===== config.mk =====
export PLATFORM = sky130hd
export DESIGN_NAME = usb_rx_bit_decoder
export DESIGN_NICKNAME = d
export VERILOG_FILES = /design/src/rtl/usb_rx_bit_decoder.sv
export SDC_FILE = /design/constraint.sdc
export NUM_CORES = 1
export LEC_CHECK = 0
export BUFFER_PORTS_ARGS = -buffer_cell sky130_fd_sc_hd__buf_2
export CELL_PAD_IN_SITES_DETAIL_PLACEMENT = 1
export CELL_PAD_IN_SITES_GLOBAL_PLACEMENT = 2
export CORE_MARGIN = 4
export CORE_UTILIZATION = 39
export DETAILED_ROUTE_END_ITERATION = 8
export PLACE_DENSITY_LB_ADDON = 0.1
export SLEW_MARGIN = 20
export SYNTH_ARGS = -nofsm -noshare
export SYNTH_HDL_FRONTEND = slang
export SYNTH_SLANG_ARGS = --single-unit

===== constraint.sdc =====
create_clock -name clk -period 2.5 [get_ports clk]
set_input_delay 0.25 -clock clk [delete_from_list [all_inputs] [get_ports clk]]
set_output_delay 0.25 -clock clk [all_outputs]
set_load 0.05 [all_outputs]

===== src/rtl/usb_rx_bit_decoder.sv =====
// USB receive bit decoder: edge-locked bit timing, NRZI decode, bit unstuffing, LSB-first byte assembly, EOP detection.
// Optional define RX_SYNC_CHECK_EN: the first byte of each packet must be SYNC (0x80) and is consumed silently.
module usb_rx_bit_decoder #(
    parameter int CLKS_PER_BIT = 8,
    parameter int STUFF_LEN    = 6
) (
    input  logic       clk,
    input  logic       n_rst,
    input  logic       d_plus_sync,
    input  logic       d_minus_sync,
    output logic [7:0] rx_byte,
    output logic       byte_valid,
    output logic       eop,
    output logic       rx_err,
    output logic       rx_active
);
    localparam int CNT_W  = $clog2(CLKS_PER_BIT);
    localparam int ONES_W = $clog2(STUFF_LEN + 1);
    localparam logic [CNT_W-1:0]  CNT_MAX  = CNT_W'(CLKS_PER_BIT - 1);
    localparam logic [CNT_W-1:0]  CNT_MID  = CNT_W'(CLKS_PER_BIT / 2 - 1);
    localparam logic [ONES_W-1:0] ONES_MAX = ONES_W'(STUFF_LEN);

    localparam logic [1:0] ST_IDLE = 2'd0;
    localparam logic [1:0] ST_RECV = 2'd1;
    localparam logic [1:0] ST_EOP  = 2'd2;
    localparam logic [1:0] ST_ERR  = 2'd3;

    logic [1:0]        state;
    logic              d_plus_q;
    logic              prev_level;
    logic [CNT_W-1:0]  cnt;
    logic [2:0]        bit_cnt;
    logic [ONES_W-1:0] ones_cnt;
    logic [1:0]        se0_cnt;
    logic [2:0]        j_cnt;
    logic              se0_seen;
    logic [7:0]        shift_reg;
`ifdef RX_SYNC_CHECK_EN
    logic              first_byte;
`endif

    logic       edge_det;
    logic       strobe;
    logic       se0;
    logic       dec_bit;
    logic [7:0] next_byte;

    assign edge_det  = d_plus_sync ^ d_plus_q;
    assign strobe    = (cnt == CNT_MID);
    assign se0       = !d_plus_sync && !d_minus_sync;
    assign dec_bit   = (d_plus_sync == prev_level);
    assign next_byte = {dec_bit, shift_reg[7:1]};

    // Bit timer: every line edge re-centres the sampling point half a bit later.
    always_ff @(posedge clk or negedge n_rst) begin
        if (!n_rst) begin
            d_plus_q <= 1'b1;
            cnt      <= '0;
        end else begin
            d_plus_q <= d_plus_sync;
            if (edge_det || cnt == CNT_MAX)
                cnt <= '0;
            else
                cnt <= cnt + 1'b1;
        end
    end

    always_ff @(posedge clk) begin
        if (state == ST_RECV && strobe && !se0 && ones_cnt != ONES_MAX)
            shift_reg <= next_byte;
    end

    always_ff @(posedge clk or negedge n_rst) begin
        if (!n_rst) begin
            state      <= ST_IDLE;
            prev_level <= 1'b1;
            bit_cnt    <= '0;
            ones_cnt   <= '0;
            se0_cnt    <= '0;
            j_cnt      <= '0;
            se0_seen   <= 1'b0;
            rx_byte    <= 8'h00;
            byte_valid <= 1'b0;
            eop        <= 1'b0;
            rx_err     <= 1'b0;
            rx_active  <= 1'b0;
`ifdef RX_SYNC_CHECK_EN
            first_byte <= 1'b1;
`endif
        end else begin
            byte_valid <= 1'b0;
            eop        <= 1'b0;
            rx_err     <= 1'b0;
            case (state)
                ST_IDLE: begin
                    if (edge_det && !d_plus_sync && d_minus_sync) begin
                        state      <= ST_RECV;
                        rx_active  <= 1'b1;
                        prev_level <= 1'b1;
                        bit_cnt    <= '0;
                        ones_cnt   <= '0;
                        se0_cnt    <= '0;
                        j_cnt      <= '0;
                        se0_seen   <= 1'b0;
`ifdef RX_SYNC_CHECK_EN
                        first_byte <= 1'b1;
`endif
                    end
                end
                ST_RECV: begin
                    if (strobe) begin
                        if (se0) begin
                            state   <= ST_EOP;
                            se0_cnt <= 2'd1;
                            bit_cnt <= '0;
                            if (bit_cnt != 3'd0)
                                rx_err <= 1'b1;
                        end else begin
                            prev_level <= d_plus_sync;
                            if (ones_cnt == ONES_MAX) begin
                                // After a full run of ones only a stuffed 0 is legal.
                                if (dec_bit) begin
                                    rx_err <= 1'b1;
                                    state  <= ST_ERR;
                                end else begin
                                    ones_cnt <= '0;
                                end
                            end else begin
                                ones_cnt <= dec_bit ? ones_cnt + 1'b1 : '0;
                                if (bit_cnt == 3'd7) begin
                                    bit_cnt <= '0;
`ifdef RX_SYNC_CHECK_EN
                                    first_byte <= 1'b0;
                                    if (!first_byte) begin
                                        rx_byte    <= next_byte;
                                        byte_valid <= 1'b1;
                                    end else if (next_byte != 8'h80) begin
                                        rx_err <= 1'b1;
                                        state  <= ST_ERR;
                                    end
`else
                                    rx_byte    <= next_byte;
                                    byte_valid <= 1'b1;
`endif
                                end else begin
                                    bit_cnt <= bit_cnt + 1'b1;
                                end
                            end
                        end
                    end
                end
                ST_EOP: begin
                    if (strobe) begin
                        if (se0) begin
                            if (se0_cnt == 2'd2) begin
                                rx_err <= 1'b1;
                                state  <= ST_ERR;
                            end else begin
                                se0_cnt <= se0_cnt + 1'b1;
                            end
                        end else if (d_plus_sync) begin
                            eop       <= 1'b1;
                            state     <= ST_IDLE;
                            rx_active <= 1'b0;
                        end else begin
                            rx_err <= 1'b1;
                            state  <= ST_ERR;
                        end
                    end
                end
                default: begin
                    // Recovery waits for a long idle J run or an SE0-then-J ending.
                    if (strobe) begin
                        if (se0) begin
                            se0_seen <= 1'b1;
                            j_cnt    <= '0;
                        end else if (d_plus_sync) begin
                            if (se0_seen || j_cnt == 3'd7) begin
                                state     <= ST_IDLE;
                                rx_active <= 1'b0;
                            end else begin
                                j_cnt <= j_cnt + 1'b1;
                            end
                        end else begin
                            j_cnt    <= '0;
                            se0_seen <= 1'b0;
                        end
                    end
                end
            endcase
        end
    end
endmodule


Yosys cells after proc, flatten, opt, wreduce, memory -nomap -nowiden
Index checks and enable logic that the tools add are counted.
{ "word_totals": {"reg_bits": 39, "input_bits": 4, "out_inout_bits": 12, "word_cells": 158} }
{ "op_classes": {"addsub": 5, "eq_ne": 28, "muxes": 75, "bitwise_logic": 5, "n_reduce_logical": 30} }
{ "op_table": {"columns": ["cell", "count"], "rows": [
  ["$mux 3", 15],
  ["$mux 2", 19],
  ["$mux 1", 32],
  ["$ne 2x2->1 const B", 9],
  ["$pmux 3 s2", 3],
  ["$reduce_and 4->1", 4],
  ["$ne 3x3->1 const B", 5],
  ["$add 3x1->3 const B", 4],
  ["$eq 3x3->1 const B", 4],
  ["$pmux 2 s3", 2],
  ["$reduce_and 10->1", 1],
  ["$reduce_and 5->1", 2],
  ["$reduce_and 9->1", 1],
  ["$reduce_bool 3->1", 3],
  ["$reduce_bool 4->1", 2],
  ["$reduce_and 7->1", 1],
  ["$logic_and 1x1->1", 6],
  ["$pmux 1 s2", 3],
  ["$reduce_bool 2->1", 3],
  ["$eq 2x2->1 const B", 2],
  ["$ne 4x1->1 const B", 1],
  ["$ne 4x3->1 const B", 1],
  ["$not 1->1", 4],
  ["$eq 3x2->1 const B", 1],
  ["other kinds (12)", 15]
]} }

Longest topological paths before layout
Gate-level depths: netlist (run 1).
{ "depth": {"word_depth": 7, "mapped_depth": 7, "mapped_depth_nobuf": 6} }

Least setup slack after synthesis (run 1)
No wires, ideal clock.
{ "synth_timing": {"path_type": "reg-to-reg", "start": "register state[1]", "end": "register rx_byte[0]", "setup_time_ns": 0.125, "t_arrival_ns": 1.696, "t_required_ns": 2.375, "slack_ns": 0.679, "stages_incl_launch_ff": 8, "path_buffers": 1, "synth_period_minus_slack_ns": 1.821, "path_cell_list": "dfrtp_1 inv_1 ha_1 buf_4 o21a_1 and3_1 nand2_2 mux2_2"} }
{ "synth_via": {"elab_chain_cells": 2} }
{ "synth_rtl": {"columns": ["item", "line_no", "rtl"], "rows": [
  ["start, declared", "28", "logic [1:0] state;"],
  ["start signal, assigned", "75", "state <= ST_IDLE;"],
  ["start signal, assigned", "97", "state <= ST_RECV;"],
  ["start signal, assigned", "113", "state <= ST_EOP;"],
  ["$eq 2x1->1", "94", "case (state)"],
  ["$reduce_and 5->1 (no source line)", null, null],
  ["end signal, assigned", "142", "rx_byte <= next_byte;"],
  ["end, declared", "11", "output logic [7:0] rx_byte,"]
]} }
No other way between the ends.
A chain may end at the register's enable or synchronous reset.

Worst setup path in the final report (run 1)
{ "layout_timing": {"start": "register state[1]", "end": "register ones_cnt[0]"} }
{ "layout_via": {"elab_chain_cells": 3, "word_cells_on_any_way": 9, "classes_between": "5 x eq/ne; 1 x mux; 3 x reduce/logical"} }
{ "layout_rtl": {"columns": ["item", "line_no", "rtl"], "rows": [
  ["$eq 2x1->1 or $logic_not 2->1 (tied branches)", "94", null],
  ["$ne 3x3->1 (no source line), or another cell as far along", null, null],
  ["$reduce_and 5->1 (no source line)", null, null],
  ["end signal, assigned", "129", "ones_cnt <= dec_bit ? ones_cnt + 1'b1 : '0;"],
  ["end, declared", "33", "logic [ONES_W-1:0] ones_cnt;"]
]} }
Several ways; a longest one is shown, not always the timed one.

==> impl_metrics.env, run 1 <==
export IMPL_finalMaxSlewViolations=0
export IMPL_route_detailed_drc=0
export IMPL_peakVddDrop_mv=0.446
export IMPL_ff_latch_area_um2=988
export IMPL_final_cell_count_no_fill=254
export IMPL_cts_resized_gates=0
export IMPL_tightest_slew_ns=0.701
export IMPL_first_global_vias=1439
export IMPL_multiInputGateArea_um2=867
export IMPL_synth_top_family_by_area="compound AO/OA/AOI/OAI gates"
export IMPL_ys_types=44
export IMPL_drt_pass1_iter_count=4
export IMPL_synth_top_cell_by_area="dfrtp_1"
export IMPL_syn_area_um2=1930
export IMPL_hold_viol=2
export IMPL_num_vias=1340
export IMPL_synth_compound_area_share_pct=14.9
export IMPL_grt_pass1_wl_um=7160
export IMPL_clock_sinks=38
export IMPL_drive_gt1_share_pct=22.5
export IMPL_hold_slack_ns=-0.00378
export IMPL_synth_xor_area_share_pct=0.453
export IMPL_yosysTopAreaCellShare_pct=37.6
export IMPL_max_freq_mhz=467
export IMPL_p_sw_share_pct=35.2
export IMPL_portBuffers=15
export IMPL_numCtsBuffers=5
export IMPL_drt_total_wl_um=4020
export IMPL_arrival_ns=2.33
export IMPL_syn_instance_count=167
export IMPL_drt_iter0_drc=53
export IMPL_setup_violations=0
export IMPL_hold_path_class="input port to async pin"
export IMPL_clock_latency_ns=0.29
export IMPL_fin_crit_sh_pct=85.7
export IMPL_grt_use_total_pct=14.9
export IMPL_antenna_cells=0
export IMPL_slew_limit_headroom_pct=53.3
export IMPL_num_rows=25
export IMPL_grt_max_degree=32
export IMPL_ys_top_cells_by_area="dfrtp_1 38%, edfxtp_1 11%, ha_1 10%"
export IMPL_rsz0062_at_grt="false"
export IMPL_wire_per_inst_um=15.8
export IMPL_viasPerCell=5.28
export IMPL_core_um2=4750
export IMPL_final_antenna_net_count=0
export IMPL_r2r_end="ones_cnt[0]"
export IMPL_synth_nets=187
export IMPL_max_cap_viol_count=0
export IMPL_postCtsSetupRepairBufs=0
export IMPL_area_growth_syn_to_layout_pct=14.3
export IMPL_hpwl_um=3000
export IMPL_yosys_area_share_simple_pct=10.9
export IMPL_crit_fanout=11
export IMPL_path_clk_slew_ns=0.08
export IMPL_violations="negative hold slack"
export IMPL_crit_end="ones_cnt[0]"
export IMPL_start_kind="flop"
export IMPL_die_area_um2=6140
export IMPL_clock_path_buffers=2
export IMPL_p_clk_share_pct=28.5
export IMPL_antenna_found_initial=0
export IMPL_synth_fa_ha_area_share_pct=10.4
export IMPL_routabilityCongestion=0.814
export IMPL_nNetsFinal=206
export IMPL_fin_tns_setup_ns=0
export IMPL_dp_cells=246
export IMPL_seq_area_frac_synth_pct=51.2
export IMPL_start_util_pct=40.6
export IMPL_r2r_start="state[1]"
export IMPL_power_frac_comb_pct=34.9
export IMPL_yosysWarnings=0
export IMPL_ys_ff_latch=38
export IMPL_worstSetupStartpoint="state[1]"
export IMPL_worstPathRequired_ns=2.69
export IMPL_htree_levels=2
export IMPL_fin_crit_ns=2.14
export IMPL_largest_reg_flops=8
export IMPL_reg2regPathDepth=6
export IMPL_cp_end_kind="flop"
export IMPL_overflow=0
export IMPL_status="complete, but fails checks"
export IMPL_synth_area_mux_share_pct=8.29
export IMPL_cts_tree="built"
export IMPL_rrSetupSlack_ns=0.36
export IMPL_power_switching_w=0.000783
export IMPL_die_w_um=78.4
export IMPL_seqPwrFrac_pct=36.6
export IMPL_fillers=526
export IMPL_design_portCount=16
export IMPL_leakagePower_nw=1.08
export IMPL_cts_root_buf="clkbuf_8"
export IMPL_syn_area_per_cell_um2=11.6
export IMPL_die_h_um=78.4
export IMPL_p_per_area_nw_per_um2=1010
export IMPL_internal_power_w=0.00144
export IMPL_cts_hold_buf=0
export IMPL_critical_path_class="flop to flop"
export IMPL_finalClockSkew_ns=0.00762
==> cells in the mapped netlist, drive strengths merged <==
master	count
nand4	1
ha	16
and3	3
edfxtp	7
a21boi	1
mux2i	1
inv	13
a2111oi	1
nor2b	4
o311a	1
o21a	1
dfstp	2
o311ai	1
a31oi	2
mux2	13
a22oi	2
o22a	1
nor4	1
a41oi	1
o21ai	13
and3b	1
o31ai	1
dfrtp	29
clkbuf	1
and2	2
nand2b	3
nor3	4
a21o	1
nand3	2
xnor2	1
nand2	10
o2bb2ai	1
buf	3
a211oi	1
a21oi	5
nor2	11
a22o	6
==> power by group through the flow <==
stage               clock (W)  combinational [W]  sequential [W]
detailed placement          0           0.000787        0.000827
global placement            0           0.000747        0.000816
global route         0.000680           0.000891        0.000829
finish               0.000632           0.000776        0.000814
CTS                  0.000647           0.000790        0.000814
floorplan                   0           0.000581        0.000835
==> kinds of logic after synthesis <==
family / after synthesis
AOI/OAI and AO/OA: 39
xor gates and xnor gates: 1
adders and majority gates: 16
buffers and inverters: 17
DFF: 38
muxes: 14
and+or+nand+nor: 42
==> worst min-delay path by stage <==
stage | start | to | slack [ns] | cells past startpoint
3_3_place_gp | n_rst | rx_byte[4] | 0.34 | 1
3_5_place_dp | n_rst | rx_byte[3] | 0.35 | 1
5_1_grt | n_rst | rx_byte[3] | 0.06 | 1
6_report | n_rst | rx_byte[3] | -0.004 | 1
2_1_floorplan | n_rst | bit_cnt[0] | -0.05 | 0
4_1_cts | n_rst | rx_byte[3] | 0.03 | 1
==> stage by stage <==
step                      util (%)  area [um2]  hold slack [ns]  total power [W]  setup WS (ns)
after detailed placement      43.6        2070            0.351          0.00161          0.396
after CTS                     46.4        2210           0.0281          0.00225          0.391
after global placement        43.6        2070            0.338          0.00156          0.491
final                         46.4        2210         -0.00378          0.00222          0.357
after floorplan                  -        1930          -0.0456          0.00142          0.679
after global routing          46.4        2210           0.0552          0.00240          0.220
==> final cells by class <==
| class | count | area share (%) |
|---|---|---|
| clock inverters | 3 | 3.12 |
| repair buffers | 16 | 3.74 |
| flip-flops and latches | 38 | 44.8 |
| inverters | 13 | 2.21 |
| well taps | 67 | 3.80 |
| multi-input cells | 112 | 39.3 |
| clock buffers | 5 | 3.12 |
==> layout by cell type (no fill, tap or decap), drive strengths merged, types with 2 or more instances in the layout <==
cell type  instances
dfrtp             29
ha                16
buf               16
inv               13
o21ai             13
mux2              13
nor2              11
nand2             10
edfxtp             7
a22o               6
a21oi              5
clkbuf             5
nor2b              4
nor3               4
nand2b             3
and3               3
nand3              2
a31oi              2
a22oi              2
and2               2
bufinv             2
dfstp              2
==> worst max-delay path: stages, from the launching register on <==
cell,delay (ns)
dfrtp_1,0.43
inv_1,0.10
ha_1,0.41
nor2_1,0.18
a2111oi_4,0.53
o21ai_2,0.12
mux2_4,0.27
==> layer usage <==
| layer | track usage [%] | vias up | share of wire, % |
|---|---|---|---|
| met1 | 18.2 | 673 | 46 |
| met4 | 3.67 | 0 | 1.0 |
| met3 | 3.78 | 5 | 3.6 |
| li1 | - | 634 | - |
| met5 | 0 | - | 0 |
| met2 | 26.4 | 28 | 49 |
No activity file was read; power rests on OpenSTA's default activity.
==> run 2, diff against run 1 <==
- CORE_ASPECT_RATIO: not set -> 0.7
- CORE_UTILIZATION: 39 -> 35
==> run 2 against run 1 <==
Highest routed layer unchanged. The run now ends clean. Die area grew 11%. Critical path depth is the same. Hold slack gained 0.0089 ns. Core utilization shrank 5.3 points. Sequential power grew 0.6%. Largest power group unchanged. Global-route usage shrank 1.1 points. First-iteration DRC count grew 62%. Sequential cell count is the same. Combinational power grew 3.7%.
==> impl_metrics.env, run 2 (same netlist as run 1, synthesis figures left out) <==
export IMPL_status="completed"
export IMPL_drt_total_wl_um=4380
export IMPL_hold_path_class="input port to async pin"
export IMPL_max_cap_viol_count=0
export IMPL_drt_iter0_drc=86
export IMPL_cp_end_kind="flop"
export IMPL_postCtsSetupRepairBufs=0
export IMPL_area_growth_syn_to_layout_pct=12.7
export IMPL_r2r_start="state[1]"
export IMPL_drive_gt1_share_pct=22.8
export IMPL_hpwl_um=3320
export IMPL_power_switching_w=0.000794
export IMPL_die_w_um=96.8
export IMPL_num_rows=22
export IMPL_largest_reg_flops=8
export IMPL_die_h_um=70.2
export IMPL_path_clk_slew_ns=0.07
export IMPL_p_sw_share_pct=39.0
export IMPL_power_frac_comb_pct=39.6
export IMPL_tightest_slew_ns=0.711
export IMPL_final_antenna_net_count=0
export IMPL_start_util_pct=36.6
export IMPL_arrival_ns=2.26
export IMPL_final_cell_count_no_fill=261
export IMPL_nNetsFinal=208
export IMPL_dp_cells=253
export IMPL_grt_use_total_pct=13.9
export IMPL_cts_hold_buf=0
export IMPL_cts_tree="built"
export IMPL_portBuffers=15
export IMPL_fin_crit_sh_pct=83.4
export IMPL_cts_resized_gates=0
export IMPL_finalClockSkew_ns=0.00372
export IMPL_reg2regPathDepth=6
export IMPL_fillers=596
export IMPL_internal_power_w=0.00124
export IMPL_overflow=0
export IMPL_max_freq_mhz=480
export IMPL_crit_fanout=11
export IMPL_rrSetupSlack_ns=0.41
export IMPL_clock_sinks=38
export IMPL_routabilityCongestion=0.837
export IMPL_power_w=0.00203
export IMPL_drt_pass1_iter_count=4
export IMPL_htree_levels=2
export IMPL_wire_per_inst_um=16.8
export IMPL_layout_commonest_cell="dfrtp_1"
export IMPL_setup_violations=0
export IMPL_first_global_vias=1452
export IMPL_cts_root_buf="clkbuf_8"
export IMPL_hold_viol=0
export IMPL_die_area_um2=6790
export IMPL_fin_tns_setup_ns=0
export IMPL_design_portCount=16
export IMPL_antenna_cells=0
export IMPL_slew_limit_headroom_pct=52.6
export IMPL_core_um2=5290
export IMPL_start_kind="flop"
export IMPL_grt_pass1_wl_um=7420
export IMPL_critical_path_class="flop to flop"
export IMPL_worstPathRequired_ns=2.68
export IMPL_place_area_um2=2090
export IMPL_finalMaxSlewViolations=0
export IMPL_antenna_found_initial=0
export IMPL_clock_path_buffers=2
export IMPL_p_clk_share_pct=20.2
export IMPL_leakagePower_nw=1.06
export IMPL_seqPwrFrac_pct=40.3
export IMPL_stdcell_area_um2=2180
export IMPL_p_per_area_nw_per_um2=934
export IMPL_r2r_end="ones_cnt[0]"
export IMPL_clock_latency_ns=0.29
export IMPL_viasPerCell=5.15
export IMPL_layout_common_cells="29 x dfrtp_1, 16 x ha_1, 15 x buf_2"
export IMPL_num_vias=1343
export IMPL_numCtsBuffers=5
export IMPL_rsz0062_at_grt="false"
export IMPL_peakVddDrop_mv=0.427
export IMPL_fin_crit_ns=2.09
export IMPL_grt_max_degree=32
export IMPL_route_detailed_drc=0
run 2: changes by cell type in the layout (fill, tap and decap cells not counted):
cell,change
buf_4,+2
clkinv_1,+1
clkinvlp_4,+1
clkinv_2,+1
clkinv_4,-1
bufinv_16,-2
run 2: worst max path at each step:
stage          startpoint     endpoint  slack [ns]
3_5_place_dp     state[1]  ones_cnt[0]        0.44
5_1_grt          state[1]  ones_cnt[0]        0.27
4_1_cts          state[1]  ones_cnt[0]        0.43
2_1_floorplan    state[1]   rx_byte[0]        0.68
6_report         state[1]  ones_cnt[0]        0.41
3_3_place_gp     state[1]  ones_cnt[0]        0.51
run 2: cell type report:
| cell class | instances | area [um2] | share of cell area (%) |
|---|---|---|---|
| sequential | 38 | 988 | 45.4 |
| multi-input combinational | 112 | 867 | 39.8 |
| timing repair buffer | 18 | 97.6 | 4.48 |
| tap | 72 | 90.1 | 4.14 |
| clock buffer | 5 | 68.8 | 3.16 |
| inverter | 13 | 48.8 | 2.24 |
| clock inverter | 3 | 16.3 | 0.747 |
run 2: critical path, cell delays in order, from the launching register on:
cell,delay (ns)
dfrtp_1,0.42
inv_1,0.09
ha_1,0.41
nor2_1,0.18
a2111oi_4,0.50
o21ai_2,0.11
mux2_4,0.27
run 2: stage by stage:
stage,hold WS [ns],util (%),setup WS [ns]
4_1_cts,0.0357,41.2,0.429
2_1_floorplan,-0.0456,-,0.679
3_5_place_dp,0.353,39.6,0.435
5_1_grt,0.0792,41.2,0.270
3_3_place_gp,0.342,39.6,0.513
6_report,0.00508,41.2,0.415
run 2: metal layers:
layer | vias to the layer above | wire length (um) | track usage [%]
met3 | 3 | 143 | 3.59
met4 | 0 | 23 | 3.74
met5 | - | 0 | 0
li1 | 639 | - | -
met1 | 686 | 2240 | 19.1
met2 | 15 | 1970 | 21.6
run 2: power by group through the flow:
stage / logic [W] / clock network, W / registers [W]
CTS: 0.000803 / 0.000429 / 0.000819
finish: 0.000805 / 0.000410 / 0.000819
global route: 0.000896 / 0.000457 / 0.000835
floorplan: 0.000581 / 0 / 0.000835
global placement: 0.000773 / 0 / 0.000821
detailed placement: 0.000799 / 0 / 0.000831
